[src/rtl/div_pkg.sv]
// Shared types and defaults for the sequential signed divider.
package div_pkg;

  typedef enum logic [1:0] {
    IDLE = 2'd0,
    CALC = 2'd1,
    FIX  = 2'd2,
    DONE = 2'd3
  } div_state_t;

  localparam int DIV_WIDTH = 16;

endpackage

[src/rtl/seq_divider_if.sv]
// Operand and result handshake bundle for seq_divider.
interface seq_divider_if import div_pkg::*; #(
  parameter int WIDTH = DIV_WIDTH
) ();

  logic [WIDTH-1:0] dividend;
  logic [WIDTH-1:0] divisor;
  logic             src_valid;
  logic             src_ready;
  logic [WIDTH-1:0] quotient;
  logic [WIDTH-1:0] remainder;
  logic             div_by_zero;
  logic             dest_valid;
  logic             dest_ready;

  modport master (
    output dividend, divisor, src_valid, dest_ready,
    input  src_ready, quotient, remainder, div_by_zero, dest_valid
  );

  modport slave (
    input  dividend, divisor, src_valid, dest_ready,
    output src_ready, quotient, remainder, div_by_zero, dest_valid
  );

endinterface

[src/rtl/div_datapath.sv]
// Restoring-division datapath: magnitude/sign capture, R/Q shifting, iteration
// counter and sign fix-up into the output registers.
module div_datapath import div_pkg::*; #(
  parameter int WIDTH = DIV_WIDTH
) (
  input  logic             clk,
  input  logic             rst,
  input  logic             i_load,
  input  logic             i_step,
  input  logic             i_fix,
  input  logic             i_clear,
  input  logic [WIDTH-1:0] i_dividend,
  input  logic [WIDTH-1:0] i_divisor,
  output logic             o_count_done,
  output logic [WIDTH-1:0] o_quotient,
  output logic [WIDTH-1:0] o_remainder,
  output logic             o_div_by_zero
);

  localparam int CW = $clog2(WIDTH) + 1;

  logic [WIDTH:0]   r_mag_b;
  logic             r_sign_a;
  logic             r_sign_b;
  logic [WIDTH-1:0] r_quo;
  logic [WIDTH-1:0] r_rem;
  logic [CW-1:0]    r_count;
  logic [WIDTH-1:0] r_quotient;
  logic [WIDTH-1:0] r_remainder;
  logic             r_div_by_zero;

  logic [WIDTH-1:0] w_abs_a;
  logic [WIDTH:0]   w_ext_b;
  logic [WIDTH:0]   w_abs_b;
  logic [WIDTH:0]   w_shift_rem;
  logic [WIDTH+1:0] w_trial;
  logic             w_trial_ok;
  logic [WIDTH-1:0] w_fix_quo;
  logic [WIDTH-1:0] w_fix_rem;
  logic             w_dbz;
  logic             w_unused;

  // |dividend| fits WIDTH bits read as unsigned, even for the most negative value
  assign w_abs_a     = i_dividend[WIDTH-1] ? -i_dividend : i_dividend;
  assign w_ext_b     = {i_divisor[WIDTH-1], i_divisor};
  assign w_abs_b     = w_ext_b[WIDTH] ? -w_ext_b : w_ext_b;
  assign w_shift_rem = {r_rem, r_quo[WIDTH-1]};
  assign w_trial     = {1'b0, w_shift_rem} - {1'b0, r_mag_b};
  assign w_trial_ok  = ~w_trial[WIDTH+1];
  assign w_unused    = w_trial[WIDTH];

  assign o_count_done  = (r_count == CW'(WIDTH - 1));
  assign o_quotient    = r_quotient;
  assign o_remainder   = r_remainder;
  assign o_div_by_zero = r_div_by_zero;

  always_ff @(posedge clk or posedge rst) begin
    if (rst) begin
      r_mag_b  <= {(WIDTH+1){1'b0}};
      r_sign_a <= 1'b0;
      r_sign_b <= 1'b0;
      r_quo    <= {WIDTH{1'b0}};
      r_rem    <= {WIDTH{1'b0}};
      r_count  <= {CW{1'b0}};
    end else if (i_load) begin
      r_mag_b  <= w_abs_b;
      r_sign_a <= i_dividend[WIDTH-1];
      r_sign_b <= i_divisor[WIDTH-1];
      r_quo    <= w_abs_a;
      r_rem    <= {WIDTH{1'b0}};
      r_count  <= {CW{1'b0}};
    end else if (i_step) begin
      r_rem   <= w_trial_ok ? w_trial[WIDTH-1:0] : w_shift_rem[WIDTH-1:0];
      r_quo   <= {r_quo[WIDTH-2:0], w_trial_ok};
      r_count <= r_count + CW'(1'b1);
    end else begin
      r_count <= r_count;
    end
  end

  // With a zero divisor every trial succeeds, so R ends as |dividend| and the
  // ordinary remainder fix-up already reproduces the dividend.
  always_comb begin
    w_dbz     = 1'b0;
    w_fix_rem = r_sign_a ? -r_rem : r_rem;
    w_fix_quo = r_quo;
    if (r_mag_b == {(WIDTH+1){1'b0}}) begin
      w_dbz     = 1'b1;
      w_fix_quo = {WIDTH{1'b1}};
    end else begin
      w_dbz     = 1'b0;
      w_fix_quo = (r_sign_a ^ r_sign_b) ? -r_quo : r_quo;
    end
  end

  always_ff @(posedge clk or posedge rst) begin
    if (rst) begin
      r_quotient    <= {WIDTH{1'b0}};
      r_remainder   <= {WIDTH{1'b0}};
      r_div_by_zero <= 1'b0;
    end else if (i_fix) begin
      r_quotient    <= w_fix_quo;
      r_remainder   <= w_fix_rem;
      r_div_by_zero <= w_dbz;
    end else if (i_clear) begin
      r_div_by_zero <= 1'b0;
    end else begin
      r_div_by_zero <= r_div_by_zero;
    end
  end

endmodule

[src/rtl/seq_divider.sv]
// Sequential signed divider: handshake FSM around a one-bit-per-cycle
// restoring datapath with a final sign fix-up.
module seq_divider import div_pkg::*; #(
  parameter int WIDTH = DIV_WIDTH
) (
  input  logic          clk,
  input  logic          rst,
  seq_divider_if.slave  bus
);

  div_state_t r_state;
  div_state_t w_next_state;
  logic       w_load;
  logic       w_step;
  logic       w_fix;
  logic       w_clear;
  logic       w_count_done;

  always_ff @(posedge clk or posedge rst) begin
    if (rst) begin
      r_state <= IDLE;
    end else begin
      r_state <= w_next_state;
    end
  end

  always_comb begin
    w_next_state = r_state;
    w_load       = 1'b0;
    w_step       = 1'b0;
    w_fix        = 1'b0;
    w_clear      = 1'b0;
    case (r_state)
      IDLE: begin
        if (bus.src_valid) begin
          w_load       = 1'b1;
          w_next_state = CALC;
        end else begin
          w_next_state = IDLE;
        end
      end
      CALC: begin
        w_step = 1'b1;
        if (w_count_done) begin
          w_next_state = FIX;
        end else begin
          w_next_state = CALC;
        end
      end
      FIX: begin
        w_fix        = 1'b1;
        w_next_state = DONE;
      end
      DONE: begin
        if (bus.dest_ready) begin
          w_clear      = 1'b1;
          w_next_state = IDLE;
        end else begin
          w_next_state = DONE;
        end
      end
      default: begin
        w_next_state = IDLE;
      end
    endcase
  end

  // src_ready is held low while rst is asserted so no operand is accepted in reset
  assign bus.src_ready  = (r_state == IDLE) & ~rst;
  assign bus.dest_valid = (r_state == DONE);

  div_datapath #(.WIDTH(WIDTH)) u_datapath (
    .clk           (clk),
    .rst           (rst),
    .i_load        (w_load),
    .i_step        (w_step),
    .i_fix         (w_fix),
    .i_clear       (w_clear),
    .i_dividend    (bus.dividend),
    .i_divisor     (bus.divisor),
    .o_count_done  (w_count_done),
    .o_quotient    (bus.quotient),
    .o_remainder   (bus.remainder),
    .o_div_by_zero (bus.div_by_zero)
  );

endmodule
[src/flat_wrapper.sv]
// flat-port wrapper written by rule: the top's interface ports become plain ports
module seq_divider_flat import div_pkg::*;
#(
  parameter int WIDTH = DIV_WIDTH
)
  (clk, rst, bus_dividend, bus_divisor, bus_src_valid, bus_dest_ready, bus_src_ready, bus_quotient, bus_remainder, bus_div_by_zero, bus_dest_valid);
  seq_divider_if #(.WIDTH(WIDTH)) bus_i ();
  input  logic clk;
  input  logic rst;
  input wire logic [$bits(bus_i.dividend)-1:0] bus_dividend;
  input wire logic [$bits(bus_i.divisor)-1:0] bus_divisor;
  input wire logic [$bits(bus_i.src_valid)-1:0] bus_src_valid;
  input wire logic [$bits(bus_i.dest_ready)-1:0] bus_dest_ready;
  output wire logic [$bits(bus_i.src_ready)-1:0] bus_src_ready;
  output wire logic [$bits(bus_i.quotient)-1:0] bus_quotient;
  output wire logic [$bits(bus_i.remainder)-1:0] bus_remainder;
  output wire logic [$bits(bus_i.div_by_zero)-1:0] bus_div_by_zero;
  output wire logic [$bits(bus_i.dest_valid)-1:0] bus_dest_valid;
  assign bus_i.dividend = bus_dividend;
  assign bus_i.divisor = bus_divisor;
  assign bus_i.src_valid = bus_src_valid;
  assign bus_i.dest_ready = bus_dest_ready;
  assign bus_src_ready = bus_i.src_ready;
  assign bus_quotient = bus_i.quotient;
  assign bus_remainder = bus_i.remainder;
  assign bus_div_by_zero = bus_i.div_by_zero;
  assign bus_dest_valid = bus_i.dest_valid;
  seq_divider #(.WIDTH(WIDTH)) u_core (.clk(clk), .rst(rst), .bus(bus_i));
endmodule
[config.mk]
export PLATFORM = sky130hd
export DESIGN_NAME = seq_divider_flat
export DESIGN_NICKNAME = d
export VERILOG_FILES = /design/src/rtl/div_pkg.sv /design/src/rtl/seq_divider_if.sv /design/src/rtl/div_datapath.sv /design/src/rtl/seq_divider.sv /design/src/flat_wrapper.sv
export SDC_FILE = /design/constraint.sdc
export NUM_CORES = 1
export LEC_CHECK = 0
export CORE_MARGIN = 2
export CORE_UTILIZATION = 55
export CTS_BUF_LIST = sky130_fd_sc_hd__clkbuf_8
export CTS_CLUSTER_DIAMETER = 150
export DETAILED_ROUTE_END_ITERATION = 7
export GPL_TIMING_DRIVEN = 1
export PLACE_DENSITY = 0.81
export SLEW_MARGIN = 10
export SYNTH_ARGS = -nofsm -noshare
export SYNTH_HDL_FRONTEND = slang
export SYNTH_HIERARCHICAL = 1
export SYNTH_SLANG_ARGS = --single-unit
[constraint.sdc]
create_clock -name clk -period 4.5 [get_ports clk]
set_input_delay 0.9 -clock clk [delete_from_list [all_inputs] [get_ports clk]]
set_output_delay 0.9 -clock clk [all_outputs]
set_load 0.1 [all_outputs]
==> impl_metrics.py, run 1 <==
metrics = {
    "timing": {
        "slew-limit-headroom_pct": 34.20,
        "setup_repair_after_global_routing_missed_its_margin": "no",
        "fin_ws_ns": 1.402,
        "final_period_minus_worst_setup_slack_ns": 3.098,
        "fmaxAchievable_mhz": 322.8,
        "whs_ns": 0.5183,
        "actual_slew_at_the_worst_max_slew_pin_ns": 0.9839,
        "hold_viol": 0,
        "slew_viol_final": 0,
        "worst_clock_skew_ns": 0.01230,
        "setup_tns_ns": 0,
        "post-route-period-util_pct": 68.85,
        "setup_viol_count_final": 0,
    },
    "route": {
        "detailedRoute.firstPassIterationCount": 5,
        "wirelength_um": 13840,
        "antenna_violating_nets_post_route": 0,
        "route.layer.met1.wl_um": 6377,
        "wl_met3_um": 648,
        "dr_wl_met2_um": 6604,
        "route.detailed.wl_per_inst_um": 15.87,
        "top_layer_reached_by_signal_wires": "met4",
        "drt_first_iter_violations": 311,
        "post_drt_via_cell_ratio": 5.885,
        "remaining_drc_errors": 0,
        "via_count": 5132,
    },
    "global_routing": {
        "grt_start_max_net_pins": 84,
        "grt_util_all_layers_pct": 24.89,
        "grt_first_pass_wirelength_um": 23370,
        "globalRouteOverflowTotal": 0,
        "antenna_found_initial": 0,
        "grt_pass1_vias": 4926,
    },
    "clock_network": {
        "cts_tree": "yes",
        "inserted_clock_buffers": 9,
        "postCtsHoldBufs": 0,
        "clock_tree.buffer_depth": 2,
        "clock-sinks": 91,
        "worst_setup_hold_path_clk_slew_ns": 0.10,
        "post-cts-setup-buffer-count": 0,
        "root_buffer": "sky130_fd_sc_hd__clkbuf_8",
        "cts_resized": 0,
        "cts_htree_levels": 3,
        "worst_skew_pair.late_latency_ns": 0.35,
    },
    "placement": {
        "port_buffers": 70,
        "dpl.hpwl_um": 10190,
        "place_worst_setup_slack_ns": 1.274,
        "globalplace.congestion": 0.9066,
    },
    "synthesis": {
        "synth-warning-count": 6,
        "synth_seq_cells": 91,
        "number_of_distinct_standard_cells_referenced_by_the_synthesized_netlist": 60,
        "async_flop_share_pct": 100.0,
        "synth-main-ff-cell": "sky130_fd_sc_hd__dfrtp_1",
        "synth_seq_area_share_pct": 38.67,
        "synthesis.area_sq_um": 5889,
        "synth-edff-count": 0,
        "synthCells": 679,
        "postSynthNetCount": 739,
        "syn_area_per_cell_sq_um": 8.674,
    },
    "finish": {
        "area_added_between_synthesis_and_finish_pct": 16.57,
        "final_nets": 791,
        "area.sequential_sq_um": 2277,
        "multi_input_area_sq_um": 3368,
        "layout-drive-gt1-share_pct": 6.114,
        "final_antenna_diode_count": 0,
        "fillers": 868,
    },
    "setup_path": {
        "crit_type": "flip-flop to output pin",
        "crit_family": "buffers and inverters",
        "worst-endpoint-required_ns": 3.60,
        "worstSetupPathDepth": 2,
        "cp_cell_sequence": "and2_2 > clkdlybuf4s50_1",
        "cp_slowest_stage_delay_ns": 1.12,
        "ff2ff_path_depth": 7,
        "critPathCaptureType": "output pin",
        "timing.critical_path.slowest_stage_cell": "sky130_fd_sc_hd__clkdlybuf4s50_1",
        "worst_ep_arrival_time_ns": 2.20,
        "r2r_slack_ns": 1.46,
        "timing.critical_path.from_type": "flip-flop",
        "critical_path.max_fanout": 8,
        "worst_path_buf_inv": 1,
    },
    "die": {
        "ios": 71,
        "start_util_pct": 56.79,
        "rows": 37,
        "floorplan.die.width_um": 107.5,
        "die_height_um": 107.5,
        "core_sq_um": 10370,
        "floorplan.die_area_sq_um": 11550,
    },
    "worst_hold_path": {
        "worst_min_path_class": "flip-flop to flip-flop",
        "holdPathStages": 1,
    },
    "run_status": {
        "run_status": "finished clean",
    },
    "run": {
        "drv_cap": 0,
    },
}
## logic make-up after synthesis
family | count (synthesis) | synth area share [%]
AO/OA/AOI/OAI | 182 | 18.80
buffers and inverters | 70 | 4.610
multiplexers | 29 | 5.056
AND/OR/NAND/NOR | 217 | 17.82
flip-flops | 91 | 38.67
adder cells (fa/ha/maj) | 24 | 5.226
XOR/XNOR | 66 | 9.815
## final cells by class
class	count	area share (%)
Tap cell	136	2.479
Sequential cell	91	33.17
Clock buffer	9	1.804
Multi-Input combinational cell	518	49.06
Inverter	36	1.987
Clock inverter	7	0.7837
Timing Repair Buffer	75	10.72
## sequential cells by signal, summed over array words and instances, names as in the netlist
name and flops:
u_core/u_datapath/r_mag_b 17, u_core/u_datapath/o_quotient 16, u_core/u_datapath/o_remainder 16, u_core/u_datapath/r_quo 16, u_core/u_datapath/r_rem 16, u_core/u_datapath/r_count 5
u_core/r_state 2, u_core/u_datapath/o_div_by_zero 1, u_core/u_datapath/r_sign_a 1, u_core/u_datapath/r_sign_b 1
## layer usage
layer,global-route usage (%),up-vias
met5,0,-
met4,6.868,0
met3,3.087,17
met2,41.19,154
met1,34.56,2469
li1,-,2492
## final timing paths
path | startpoint | endpoint
min | u_core/u_datapath/o_remainder[0] | u_core/u_datapath/o_remainder[0]
max | u_core/r_state[0] | bus_dest_valid
min in group asynchronous | rst | u_core/r_state[0]
max in group asynchronous | rst | u_core/u_datapath/o_remainder[10]
min reg2reg | u_core/u_datapath/o_remainder[0] | u_core/u_datapath/o_remainder[0]
max reg2reg | u_core/u_datapath/r_rem[11] | u_core/u_datapath/r_rem[4]
## cell usage after synthesis, drive strengths merged (3+ instances only)
library cell   n  share of area, %
inv           36               2.3
nor3b          6              0.76
o31ai         11               1.5
mux2           6               1.1
nor3          13               1.1
or3            7              0.83
nand3b         3              0.38
o41ai          6              0.89
nor2b          9              0.96
or4            7               1.0
dfrtp         91                39
xnor2         31               4.6
buf           14               1.0
and2           4              0.45
nand2b         6              0.64
mux2i         23               3.9
nand4b         3              0.45
a211oi         7              0.89
a311oi         7               1.0
xor2          35               5.2
nand2         52               3.4
ha            23               4.9
nor4           5              0.53
nand4          4              0.42
a21o           5              0.64
nor2          86               5.5
o21ai         42               3.6
a41oi          3              0.45
nand3          4              0.34
clkbuf        20               1.3
o21a           6              0.76
a21oi         77               6.5
## through the flow
step                      instance area [sq um]  std cells  util (%)
after global placement                     6680        856     64.42
after CTS                                  6858        872     66.13
after detailed placement                   6680        856     64.42
after floorplan                            5889        679         -
after global routing                       6865        872     66.20
final                                      6865        872     66.20
## worst reg2reg max path: cells and delay by family (launching register included)
family	cells	cell delay, ns
AOI/OAI and AO/OA	5	1.92
DFF	1	0.47
adders and majority gates	1	0.43
and+or+nand+nor	1	0.11
## layout by cell type, fill, tap and decap left out, drive strengths merged, types with 6 or more instances in the layout
master / instances
dfrtp: 91
nor2: 86
a21oi: 77
clkdlybuf4s50: 69
nand2: 52
o21ai: 42
inv: 38
xor2: 35
xnor2: 31
mux2i: 23
ha: 23
nor3: 13
o31ai: 11
clkbuf: 9
nor2b: 9
a211oi: 7
a311oi: 7
or3: 7
or4: 7
buf: 6
o41ai: 6
mux2: 6
o21a: 6
nand2b: 6
nor3b: 6
Power of run 1 is left out: the tool's default activity adds up to more than one toggle a clock period on the data nets, which glitch-free logic cannot reach.
==> inputs of run 2 (changes only) <==
--- a/config.mk
+++ b/config.mk
@@ -6,7 +6,7 @@
 export NUM_CORES = 1
 export LEC_CHECK = 0
 export CORE_MARGIN = 2
-export CORE_UTILIZATION = 55
+export CORE_UTILIZATION = 53
 export CTS_BUF_LIST = sky130_fd_sc_hd__clkbuf_8
 export CTS_CLUSTER_DIAMETER = 150
 export DETAILED_ROUTE_END_ITERATION = 7
==> constraint.sdc (replaced) <==
create_clock -name clk -period 2.6 [get_ports clk]
set_input_delay 0.52 -clock clk [delete_from_list [all_inputs] [get_ports clk]]
set_output_delay 0.52 -clock clk [all_outputs]
set_load 0.1 [all_outputs]
==> run 2 against run 1 <==
  * Routed wire length up 4.9%
  * Via count increased by 3.3%
  * Cell area grew 5.0%
  * Critical path type is now flip-flop to flip-flop
  * Highest routed layer unchanged
==> impl_metrics.py, run 2 (synthesis results as in run 1) <==
metrics = {
    "route": {
        "drt_first_iter_violations": 351,
        "antenna_violating_nets_post_route": 0,
        "post_drt_via_cell_ratio": 5.791,
        "wirelength_um": 14530,
        "via_count": 5299,
        "route.detailed.wl_per_inst_um": 15.87,
        "remaining_drc_errors": 0,
        "detailedRoute.firstPassIterationCount": 7,
    },
    "setup_path": {
        "ff2ff_path_depth": 6,
        "reg2reg_to": "u_core/u_datapath/r_rem[7]",
        "timing.critical_path.from_type": "flip-flop",
        "worst_ep_arrival_time_ns": 2.74,
        "cp_slowest_stage_delay_ns": 0.47,
        "critical_path.max_fanout": 10,
        "cp_cell_sequence": "ha_1 > a21boi_0 > a221oi_1 > a21bo_2 > mux2_2 > a21o_1",
        "worst_r2r_startpoint": "u_core/u_datapath/r_rem[8]",
        "critPathCaptureType": "flip-flop",
        "worst-endpoint-required_ns": 2.85,
        "timing.critical_path.slowest_stage_cell": "sky130_fd_sc_hd__ha_1",
        "r2r_slack_ns": 0.11,
        "crit_type": "flip-flop to flip-flop",
    },
    "global_routing": {
        "antenna_found_initial": 0,
        "grt_start_max_net_pins": 90,
        "grt_first_pass_wirelength_um": 23720,
        "grt_pass1_vias": 5004,
        "grt_util_all_layers_pct": 24.95,
        "globalRouteOverflowTotal": 0,
    },
    "finish": {
        "area_added_between_synthesis_and_finish_pct": 22.46,
        "mostFrequentLayoutCell": "sky130_fd_sc_hd__dfrtp_1",
        "layout-drive-gt1-share_pct": 16.13,
        "layout_common_cells": "sky130_fd_sc_hd__dfrtp_1 (91), sky130_fd_sc_hd__nor2_1 (85), sky130_fd_sc_hd__buf_4 (75)",
        "largest-register": "u_core/u_datapath/r_mag_b",
        "max_reg_flops": 17,
        "fillers": 889,
        "final_antenna_diode_count": 0,
        "final_nets": 830,
    },
    "timing": {
        "worst_clock_skew_ns": 0.01362,
        "whs_ns": 0.4302,
        "slew-limit-headroom_pct": 47.36,
        "fmaxAchievable_mhz": 401.7,
        "post-route-period-util_pct": 95.75,
        "hold_viol": 0,
        "slew_viol_final": 0,
        "final_period_minus_worst_setup_slack_ns": 2.489,
        "fin_ws_ns": 0.1106,
        "setup_viol_count_final": 0,
        "actual_slew_at_the_worst_max_slew_pin_ns": 0.7857,
    },
    "run": {
        "drv_cap": 0,
    },
    "placement": {
        "place_worst_setup_slack_ns": -0.1608,
        "port_buffers": 70,
        "dpl.hpwl_um": 10830,
        "globalplace.congestion": 0.9152,
    },
    "run_status": {
        "run_status": "finished clean",
    },
    "worst_hold_path": {
        "worst_min_path_class": "input port to async pin",
    },
    "die": {
        "rows": 38,
        "die_height_um": 109.4,
        "floorplan.die_area_sq_um": 11970,
        "core_sq_um": 10840,
        "ios": 71,
        "start_util_pct": 54.33,
        "floorplan.die.width_um": 109.4,
    },
    "clock_network": {
        "cts_htree_levels": 3,
        "post-cts-setup-buffer-count": 0,
        "worst_skew_pair.late_latency_ns": 0.36,
        "root_buffer": "sky130_fd_sc_hd__clkbuf_8",
        "cts_tree": "yes",
        "inserted_clock_buffers": 9,
        "cts_resized": 0,
        "clock-sinks": 91,
        "clock_tree.buffer_depth": 2,
        "postCtsHoldBufs": 0,
        "worst_setup_hold_path_clk_slew_ns": 0.09,
    },
}
-- run 2: cell count changes in the layout (fill, tap and decap cells not counted), moves of 3 or more --
| cell | delta |
|---|---|
| sky130_fd_sc_hd__a21oi_2 | +3 |
| sky130_fd_sc_hd__a21oi_1 | -3 |
| sky130_fd_sc_hd__buf_12 | +4 |
| sky130_fd_sc_hd__clkdlybuf4s50_1 | -34 |
| sky130_fd_sc_hd__buf_4 | +69 |
-- run 2: worst max-delay path: cells and delay by family, from the launching register on --
kind	cells	cell delay, ns
AOI/OAI and AO/OA	4	1.10
DFF	1	0.45
adders and majority gates	1	0.47
muxes	1	0.35
-- run 2: cell type report --
class | count | area (sq um) | area share (%)
inverter | 36 | 138.9 | 1.926
timing repair buffer | 114 | 993.5 | 13.78
clock inverter | 5 | 83.83 | 1.162
tap | 140 | 175.2 | 2.429
multi-input combinational | 518 | 3392 | 47.03
sequential | 91 | 2277 | 31.58
clock buffer | 11 | 151.4 | 2.099
-- run 2: stage by stage --
step / std cells / util, % / setup TNS [ns] / cell area [sq um]
after floorplan: 679 / - / 0 / 5898
after global placement: 899 / 64.12 / -0.1944 / 6950
after detailed placement: 899 / 64.12 / -0.3485 / 6950
after CTS: 915 / 66.29 / 0 / 7186
after global routing: 915 / 66.53 / -0.02893 / 7212
final: 915 / 66.53 / 0 / 7212
-- run 2: layer usage --
layer | part of all wire, % | GRT usage, % | wire (um) | vias to the layer above
met4 | 1.7 | 9.222 | 243 | 0
met5 | 0 | 0 | 0 | -
li1 | - | - | - | 2574
met1 | 46 | 33.56 | 6617 | 2560
met3 | 4.6 | 3.082 | 669 | 18
met2 | 48 | 41.31 | 6994 | 147
-- run 2: how the worst max path moves through the flow --
| stage | to | start | cells past startpoint | slack, ns |
|---|---|---|---|---|
| 2_1_floorplan | u_core/u_datapath/r_rem[3] | u_core/u_datapath/r_rem[11] | 9 | 0.28 |
| 3_3_place_gp | u_core/u_datapath/r_mag_b[13] | bus_divisor[0] | 7 | -0.12 |
| 3_5_place_dp | u_core/u_datapath/r_mag_b[9] | bus_divisor[0] | 7 | -0.16 |
| 4_1_cts | u_core/u_datapath/r_rem[13] | u_core/u_datapath/r_mag_b[2] | 8 | 0.13 |
| 5_1_grt | u_core/u_datapath/r_rem[6] | u_core/u_datapath/r_rem[8] | 7 | -0.02 |
| 6_report | u_core/u_datapath/r_rem[7] | u_core/u_datapath/r_rem[8] | 6 | 0.11 |
Power of run 2 is left out for the same reason.
